===== config.mk =====
export PLATFORM = sky130hd
export DESIGN_NAME = viterbi_decoder
export DESIGN_NICKNAME = d
export VERILOG_FILES = /design/src/rtl/codec_pkg.sv /design/src/rtl/viterbi_acs.sv /design/src/rtl/viterbi_decoder.sv
export SDC_FILE = /design/constraint.sdc
export NUM_CORES = 1
export LEC_CHECK = 0
export BUFFER_PORTS_ARGS = -buffer_cell sky130_fd_sc_hd__buf_4
export CAP_MARGIN = 20
export CORE_ASPECT_RATIO = 1.75
export CORE_MARGIN = 1
export CORE_UTILIZATION = 40
export CTS_CLUSTER_SIZE = 25
export DETAILED_ROUTE_END_ITERATION = 10
export SYNTH_ARGS = -nofsm -noshare
export SYNTH_HDL_FRONTEND = slang
export SYNTH_SLANG_ARGS = --single-unit

===== constraint.sdc =====
create_clock -name clk -period 15.6 [get_ports clk]
set_input_delay 2.34 -clock clk [delete_from_list [all_inputs] [get_ports clk]]
set_output_delay 2.34 -clock clk [all_outputs]
set_load 0.02 [all_outputs]

===== src/rtl/codec_pkg.sv =====
// codec_pkg: constants and helpers for the K=3, rate-1/2 (G1=111, G2=101) convolutional codec.
package codec_pkg;
    localparam int K = 3;
    localparam int NUM_STATES = 4;
    localparam logic [K-1:0] G1 = 3'b111;
    localparam logic [K-1:0] G2 = 3'b101;

    // state = {s1, s0}; taps are {u, s1, s0}
    function automatic logic [1:0] exp_sym(input logic [1:0] state, input logic u);
        logic [K-1:0] taps;
        taps = {u, state};
        return {^(taps & G1), ^(taps & G2)};
    endfunction

    function automatic logic [1:0] hamming2(input logic [1:0] a, input logic [1:0] b);
        logic [1:0] d;
        d = a ^ b;
        return {d[1] & d[0], d[1] ^ d[0]};
    endfunction
endpackage


===== src/rtl/viterbi_acs.sv =====
// viterbi_acs: saturating add-compare-select for one trellis state; ties favour candidate 0.
module viterbi_acs #(
    parameter int PM_W = 6
) (
    input  logic [PM_W-1:0] pm0,
    input  logic [PM_W-1:0] pm1,
    input  logic [1:0]      bm0,
    input  logic [1:0]      bm1,
    output logic [PM_W-1:0] cand,
    output logic            dec
);
    logic [PM_W:0]   sum0, sum1;
    logic [PM_W-1:0] c0, c1;

    assign sum0 = {1'b0, pm0} + (PM_W+1)'(bm0);
    assign sum1 = {1'b0, pm1} + (PM_W+1)'(bm1);
    assign c0   = sum0[PM_W] ? '1 : sum0[PM_W-1:0];
    assign c1   = sum1[PM_W] ? '1 : sum1[PM_W-1:0];
    assign dec  = c1 < c0;
    assign cand = dec ? c1 : c0;
endmodule


===== src/rtl/viterbi_decoder.sv =====
// viterbi_decoder: hard-decision Viterbi decoder for the K=3 (111,101) code with
// register-exchange survivors; one decoded bit per accepted symbol after TB_DEPTH symbols.
module viterbi_decoder
    import codec_pkg::*;
#(
    parameter int TB_DEPTH = 15,
    parameter int PM_W     = 6
) (
    input  logic            clk,
    input  logic            reset,
    input  logic            in_valid,
    input  logic [1:0]      in,
    output logic            out_valid,
    output logic            out,
    output logic [PM_W-1:0] best_metric
);
    localparam int CW = $clog2(TB_DEPTH + 1);

    logic [PM_W-1:0]     pm       [NUM_STATES];
    logic [PM_W-1:0]     cand     [NUM_STATES];
    logic [PM_W-1:0]     pm_new   [NUM_STATES];
    logic [TB_DEPTH-1:0] surv     [NUM_STATES];
    logic [TB_DEPTH-1:0] surv_new [NUM_STATES];
    logic [NUM_STATES-1:0] dec;
    logic [PM_W-1:0]     min_pm;
    logic [1:0]          best;
    logic [CW-1:0]       cnt;

    // next state n = {u, a} is reached from {a, 0} and {a, 1}
    for (genvar n = 0; n < NUM_STATES; n++) begin : g_acs
        localparam int U  = n / 2;
        localparam int P0 = (n % 2) * 2;
        localparam int P1 = P0 + 1;
        viterbi_acs #(.PM_W(PM_W)) u_acs (
            .pm0  (pm[P0]),
            .pm1  (pm[P1]),
            .bm0  (hamming2(in, exp_sym(2'(P0), 1'(U)))),
            .bm1  (hamming2(in, exp_sym(2'(P1), 1'(U)))),
            .cand (cand[n]),
            .dec  (dec[n])
        );
        assign surv_new[n] = {dec[n] ? surv[P1][TB_DEPTH-2:0] : surv[P0][TB_DEPTH-2:0], 1'(U)};
        assign pm_new[n]   = cand[n] - min_pm;
    end

    // the lowest candidate is also the lowest normalised metric
    always_comb begin
        min_pm = cand[0];
        best   = '0;
        for (int i = 1; i < NUM_STATES; i++) begin
            best   = (cand[i] < min_pm) ? 2'(i) : best;
            min_pm = (cand[i] < min_pm) ? cand[i] : min_pm;
        end
    end

    always_ff @(posedge clk) begin
        if (reset) begin
            for (int i = 0; i < NUM_STATES; i++) begin
                pm[i]   <= (i == 0) ? '0 : '1;
                surv[i] <= '0;
            end
            cnt         <= '0;
            out_valid   <= 1'b0;
            out         <= 1'b0;
            best_metric <= '0;
        end else begin
            out_valid <= in_valid && (cnt >= CW'(TB_DEPTH - 1));
            if (in_valid) begin
                for (int i = 0; i < NUM_STATES; i++) begin
                    pm[i]   <= pm_new[i];
                    surv[i] <= surv_new[i];
                end
                cnt         <= (cnt == CW'(TB_DEPTH)) ? cnt : cnt + 1'b1;
                out         <= surv_new[best][TB_DEPTH-1];
                best_metric <= pm_new[best];
            end
        end
    end
endmodule


==> out/results.txt, run 1 <==
The tools report the final weighted congestion in routability-driven placement as 0.950. For the count of nets left with antenna violations after detail routing, the log shows 0. The type of the tightest min-delay check was reg -> reg.

Using the TritonRoute via totals, the vias-per-cell ratio works out to 5.96. The final hold violation count came out at 0. Number of I/O port buffers: 12.

Initial core utilization: 0.408. The logs give 3 for the number of H-tree levels and 3210 ps for the register-to-register path setup slack. In this run the post-CTS setup repair buffer count came out at 0.

Entering global routing, the biggest net connects 61 pins. TritonCTS built the clock tree. The cell area after technology mapping is 8280 um2, and the total count of max-transition violations in the final report is 0. After clock tree synthesis, the clock-pin slew on the worst setup and hold paths is 70 ps. The share of the clock period used by the worst path after layout was 0.933.

In the layout the commonest cells are sky130_fd_sc_hd__nor2_1 (110), sky130_fd_sc_hd__mux2i_1 (81), sky130_fd_sc_hd__nand2_1 (75), sky130_fd_sc_hd__edfxtp_1 (75), sky130_fd_sc_hd__ha_1 (57). STA classifies the critical path startpoint as an input port. The largest individual stage delay along the critical path comes from the cell sky130_fd_sc_hd__a21oi_2. In the synthesized netlist, the number of instances is 919.

Counting along the longest clock path gives a buffer depth of 2. The most common cell after layout, fill and taps aside was sky130_fd_sc_hd__nor2_1. The area share of the leading cell type in the synthesized netlist was 0.272.

The flow ran to the end, and the final reports show no timing, DRC or antenna violations. For the via count of the first global-routing pass, the log shows 6,998. In this run the standard cell core region covers 20,300 um2.

Summed over all layers, the routed wires come to 24,800 um. Dividing the synthesized area by the synthesized cell count gives 9.01 um2. The post-layout utilization of the core is 0.440, and the arrival time of the worst setup path is 14,770 ps. The TritonCTS buffer count was 9. Worst flop-to-flop path startpoint: pm[3][1]$_SDFFCE_PN1P_. Area overhead of the layout relative to synthesis: 7.71%.

The net count after synthesis was 981. The depth of the worst register-to-register path came out at 44. Number of nets in the layout: 978.

On the final layout, the worst clock skew is 14.2 ps. For the relative slew slack, the log shows 0.328. The number of rows created at floorplan is 69. Dividing the detail-routed wire length by the instance count gives 21.2 um. At the worst endpoint, the required time is 15,820 ps.

Of all nets on the critical path, the largest fanout is 17. The first global-routing pass estimated 38,500 um of wire. The global routing usage summed across all routing layers was 0.237; the number of iterations in the first detailed-routing pass was 5. For this design the top-level I/O count stands at 13. The floorplan step defined a die boundary enclosing 21,300 um2.

For this run, the number of standard cells in the final layout without fillers is 1,170. Cell type with the highest aggregate area in the netlist: sky130_fd_sc_hd__edfxtp_1. The tools report the capturing element of the worst setup path as best_metric[4]$_SDFFE_PP0P_. The launching instance or port of the critical path is in[0].

Counting flops with a built-in enable in the synthesized netlist gives 75. The final global-route overflow total is 0. Max-cap violations in this run came to 0. The layout cell share with drive strength beyond 1 was 0.111. The number of clock sinks seen by CTS came out at 88. For the achievable frequency, the log shows 68.7 MHz.

The tools report the root buffer cell as sky130_fd_sc_hd__clkbuf_16. The share of synthesized area occupied by flip-flops and latches came out at 0.303. The quantity of hold-fixing buffers added after cts came out at 0.

In this design, the critical path's most frequently occurring cell is sky130_fd_sc_hd__ha_1. The worst setup path is of the in -> reg kind. The run gives 6,974 as the count of vias placed by the detailed router. The register bit total from synthesis is 88. Setup violations remaining at the end of the flow were counted as 0. The logs give 1,152 for the number of placed instances with taps included and 19,400 um for the detailed placer's ending HPWL. The worst-margin pin slew is 1000 ps.

By area the synthesized netlist is led by sky130_fd_sc_hd__edfxtp_1 (27%), sky130_fd_sc_hd__mux2i_1 (9.8%), sky130_fd_sc_hd__ha_1 (8.6%). The chip width works out to 111 um. Type of element capturing the critical path: a flip-flop.

In the synthesized netlist the dominant register cell turns out to be sky130_fd_sc_hd__edfxtp_1. Count of unresolved DRC violations after routing: 0. The run gives 1 as the initial antenna violation count. The share of async-settable or async-resettable flops after synthesis came out at 0. The worst register-to-register path ends at best_metric[4]$_SDFFE_PP0P_. The total negative setup slack was 0 ps. For the clock latency on the worst-skew pair, the log shows 350 ps. The critical path's largest stage delay was 740 ps.

The run gives 336 as the number of DRC markers in iteration 0. The synthesized netlist contains 93 unique library cells. The vertical die dimension is 192 um. The number of gates resized after CTS was 0; the count of filler cells inserted in the layout was 1,968. Minimum clock period after layout: 14,550 ps. Setup repair after global routing left no endpoint under its margin. Yosys printed 0 warnings.
==> synth_stat cells, types with 6 or more instances <==
cell type / number
sky130_fd_sc_hd__nand2_1: 75
sky130_fd_sc_hd__a21o_1: 16
sky130_fd_sc_hd__edfxtp_1: 75
sky130_fd_sc_hd__ha_1: 57
sky130_fd_sc_hd__a211o_1: 7
sky130_fd_sc_hd__dfxtp_1: 13
sky130_fd_sc_hd__a211oi_1: 15
sky130_fd_sc_hd__clkbuf_1: 18
sky130_fd_sc_hd__xnor2_1: 28
sky130_fd_sc_hd__o21ai_0: 46
sky130_fd_sc_hd__buf_2: 10
sky130_fd_sc_hd__o21ai_1: 8
sky130_fd_sc_hd__or2_2: 6
sky130_fd_sc_hd__a21oi_1: 40
sky130_fd_sc_hd__nand4_1: 6
sky130_fd_sc_hd__nor2_1: 110
sky130_fd_sc_hd__nand2b_1: 11
sky130_fd_sc_hd__a31oi_1: 11
sky130_fd_sc_hd__and2_1: 10
sky130_fd_sc_hd__nor2b_1: 13
sky130_fd_sc_hd__o21a_1: 7
sky130_fd_sc_hd__o211ai_1: 7
sky130_fd_sc_hd__nand3b_1: 6
sky130_fd_sc_hd__inv_1: 49
sky130_fd_sc_hd__mux2i_1: 81
sky130_fd_sc_hd__and3_1: 15
sky130_fd_sc_hd__nand3_1: 19
sky130_fd_sc_hd__nor3_1: 17
sky130_fd_sc_hd__mux2_2: 10
sky130_fd_sc_hd__xor2_1: 14
==> how the worst min path moves through the flow <==
stage | startpoint | endpoint | slack [ps] | cells after the start
floorplan | surv[2][0]$_SDFFE_PP1P_ | surv[2][0]$_SDFFE_PP1P_ | 460 | 2
global placement | best_metric[1]$_SDFFE_PP0P_ | best_metric[1]$_SDFFE_PP0P_ | 470 | 2
detailed placement | out$_SDFFE_PP0P_ | out$_SDFFE_PP0P_ | 480 | 2
CTS | out$_SDFFE_PP0P_ | out$_SDFFE_PP0P_ | 500 | 2
global route | best_metric[1]$_SDFFE_PP0P_ | best_metric[1]$_SDFFE_PP0P_ | 510 | 2
finish | out$_SDFFE_PP0P_ | out$_SDFFE_PP0P_ | 500 | 2
==> cell families (layout without fill, tap and decap cells) <==
family,after synthesis,after routing,synth area share
buffers and inverters,88,90,0.0455
DFF,88,88,0.303
adders and majority gates,61,61,0.0913
AOI/OAI and AO/OA,228,228,0.205
muxes,99,99,0.127
and+or+nand+nor,312,312,0.180
other,0,1,0
xor gates and xnor gates,43,43,0.0471
==> flip-flops by register name, indices dropped and copies added (netlist names) <==
signal	flops
surv	52
pm	24
best_metric	6
cnt	4
out	1
out_valid	1
==> cell type report <==
class / count / area (um2) / area share
antenna: 1 / 2.50 / 0.000281
clock buffer: 9 / 225 / 0.0252
clock inverter: 7 / 98.8 / 0.0111
inverter: 51 / 191 / 0.0215
multi-input combinational: 743 / 5410 / 0.606
sequential: 88 / 2510 / 0.282
tap: 248 / 310 / 0.0348
timing repair buffer: 23 / 173 / 0.0194
==> metal layers <==
metal  part of all wire  global-route usage
met1               0.36               0.229
met2               0.54               0.453
met3              0.028              0.0286
met4              0.074               0.187
met5                  0             0.00238
==> worst max-delay path, delay by kind of cell <==
| kind | cells | cell delay (ps) |
|---|---|---|
| mux | 2 | 650 |
| fa+ha+maj | 10 | 3130 |
| xor+xnor | 1 | 150 |
| compound gates | 18 | 5400 |
| buf+inv | 7 | 870 |
| simple gates | 11 | 2180 |
==> through the flow <==
stage          setup WS, ps  hold WS (ps)  area (um2)
2_1_floorplan          3160           462        8280
4_1_cts                1420           499        8910
3_3_place_gp           1360           473        8590
5_1_grt                 359           512        8920
3_5_place_dp           1070           479        8590
6_report               1050           499        8920
Power of run 1 is left out: the tool's default activity adds up to more than one toggle a clock period on the data nets, which glitch-free logic cannot reach.
==> inputs of run 2 (changes only) <==
--- a/config.mk
+++ b/config.mk
@@ -12,6 +12,7 @@
 export CORE_UTILIZATION = 40
 export CTS_CLUSTER_SIZE = 25
 export DETAILED_ROUTE_END_ITERATION = 10
+export GPL_TIMING_DRIVEN = 0
 export SYNTH_ARGS = -nofsm -noshare
 export SYNTH_HDL_FRONTEND = slang
 export SYNTH_SLANG_ARGS = --single-unit
==> run 2 against run 1 <==
Effect of this change:
- register-to-register slack got worse by 30 ps
- flip-flop and latch count unchanged
- via count increased by 1.7%
- non-clock buffer count increased by 27
- critical path type unchanged
- cell count increased by 2.2%
==> out/results.txt, run 2 (synthesized netlist as in run 1, its figures left out) <==
With fillers left out, the area of the finished cells amounts to 9070 um2. Number of gates resized after CTS: 0. The core region is 20,300 um2.

The filler cells instantiated in the layout total 1,936. The clock latency on the worst-skew pair is 360 ps. The congestion estimate from routability-driven global placement came to 0.921. For the pin with the worst max-slew slack, the measured transition is 1040 ps. The worst setup path is launched from an input port. The layout cell share with drive strength beyond 1 was 0.116; the arrival time of the worst setup path was 14,770 ps. The final hold slack is 493 ps.

Number of buffers added for setup after CTS: 0. The final hold violation count came out at 0. The instance area at placement was 8710 um2.

The slowest stage of the critical path belongs to the cell sky130_fd_sc_hd__ha_1. For the maximum clock path buffer count, the log shows 2. At the end of the flow, the number of nets in the layout was 1,005.

Using the TritonRoute via totals, the vias-per-cell ratio works out to 5.93. The floorplan step defined a die boundary enclosing 21,300 um2. The number of placed instances, taps included, is 1,180.

Setup repair after global routing left no endpoint under its margin. The quantity of hold-fixing buffers added after cts is 0, and the count of vias placed by the detailed router is 7,092. The tools report the TritonCTS buffer count as 9. TritonCTS built the clock tree. Multi-input gate area in the final layout: 5420 um2. In the layout the commonest cells are sky130_fd_sc_hd__nor2_1 (110), sky130_fd_sc_hd__mux2i_1 (79), sky130_fd_sc_hd__nand2_1 (75), sky130_fd_sc_hd__edfxtp_1 (75), sky130_fd_sc_hd__ha_1 (57). The first global-routing pass estimated 38,000 um of wire. Counting every sink on the clock net gives 88. The share of the clock period used by the worst path after layout is 0.942, and the count of unresolved DRC violations after routing is 0. The final global-route overflow total is 0, and the setup clock skew after layout is 17.4 ps. More flip-flops sit in one register than any other, and that register is surv. In the final routed layout, each cell accounts on average for 20.5 um. In this run the clock root is driven by a sky130_fd_sc_hd__clkbuf_16. The flow ran to the end, and the final reports show no timing, DRC or antenna violations.

The flip-flop count of the largest register after layout is 52, and the relative slew slack is 0.298. Entering global routing, the biggest net connects 64 pins. The initial core utilization was 0.408. The path type of the worst setup path is in -> reg. The most numerous cell type found on the critical path is sky130_fd_sc_hd__ha_1. Setup violations remaining at the end of the flow were counted as 0. The library cell used most frequently in the layout, excluding fill and tap cells, is sky130_fd_sc_hd__nor2_1. In the final layout, the registers with the most flip-flops are surv x52, pm x24, best_metric x6. The die is 192 um tall. The minimum clock period after layout came out at 14,690 ps. The initial antenna violation count was 0. The wire-length estimate of the detail-placed layout is 19,600 um.

Buffers placed on the I/O ports in this run total 12. The depth of the worst register-to-register path is 46, and the required time at the endpoint of the critical path is 15,680 ps. The reported max-cap violation count was 0. The area growth from synthesis to layout is 9.52%. In this run the worst path has a maximum fanout of 10. The number of DRC markers in iteration 0 is 493. The via count of the first global-routing pass was 7,018; the final cell count without fillers was 1,196. Total wire length after detailed routing: 24,500 um.

After clock tree synthesis, the clock-pin slew on the worst setup and hold paths is 70 ps. STA classifies the critical path endpoint as a flip-flop. Across the whole layout, storage elements account for 2510 um2.

For this run, the detailed router's first-pass iteration total came to 5. From left edge to right edge, the die measures 111 um. In this run the number of H-tree levels came out at 3.

The worst hold path passes through 2 cells. 0 antenna diodes ended up in the layout. In this run the core area contains 69 standard-cell rows. Once detail routing completed, the nets flagged for antenna violations numbered 0.

13 I/O pins were placed. In this design, the stage delay of the slowest critical-path cell is 550 ps. The tools report the achievable frequency as 68.1 MHz.

Type of the tightest min-delay check: reg -> reg. The run gives 0.234 as the global routing usage summed across all routing layers. Total count of max-transition violations in the final report: 0.
==> run 2: changes by cell type in the layout (fill, tap and decap cells not counted), sizes merged <==
cell | before | now
inv | 54 | 55
buf | 23 | 32
clkbuf | 9 | 27
diode | 1 | 0
clkinv | 1 | 0
==> run 2: cell type report <==
cell class	instances	share of cell area
flip-flops and latches	88	0.277
inverters	51	0.0214
multi-input cells	743	0.597
well taps	248	0.0342
clock inverters	7	0.0119
repair buffers	13	0.0130
clock buffers	9	0.0248
plain buffers	37	0.0204
==> run 2: path summary, 6_finish.rpt <==
kind                                             start                      to  slack (ps)
worst max-delay path                             in[0]  pm[0][5]$_SDFFCE_PN0P_         910
worst min register to register        out$_SDFFE_PP0P_        out$_SDFFE_PP0P_         490
worst max register to register  pm[3][0]$_SDFFCE_PN1P_  pm[0][5]$_SDFFCE_PN0P_        3180
worst min-delay path                  out$_SDFFE_PP0P_        out$_SDFFE_PP0P_         490
==> run 2: per-stage QoR <==
stage | utilization | TNS [ps] | worst slack, ps
after CTS | 0.446 | 0 | 160
after floorplan | - | 0 | 3160
final | 0.447 | 0 | 906
after detailed placement | 0.429 | -352 | -200
after global routing | 0.447 | 0 | 132
after global placement | 0.428 | -87.2 | -87.2
==> run 2: worst max-delay path: cells and delay by family <==
family          cells  cell delay [ps]
compound gates     19             4940
fa+ha+maj           7             2450
buf+inv            10             1910
simple gates       10             1670
mux                 2              890
xor+xnor            2              550
==> run 2: routing by layer <==
metal	wire, um	track usage	up-vias	share of wire
met1	8860	0.228	3387	0.36
met5	0	0	-	0
met3	673	0.0220	82	0.027
met4	1740	0.174	0	0.071
met2	13300	0.455	194	0.54
li1	-	-	3429	-
Power of run 2 is left out for the same reason.
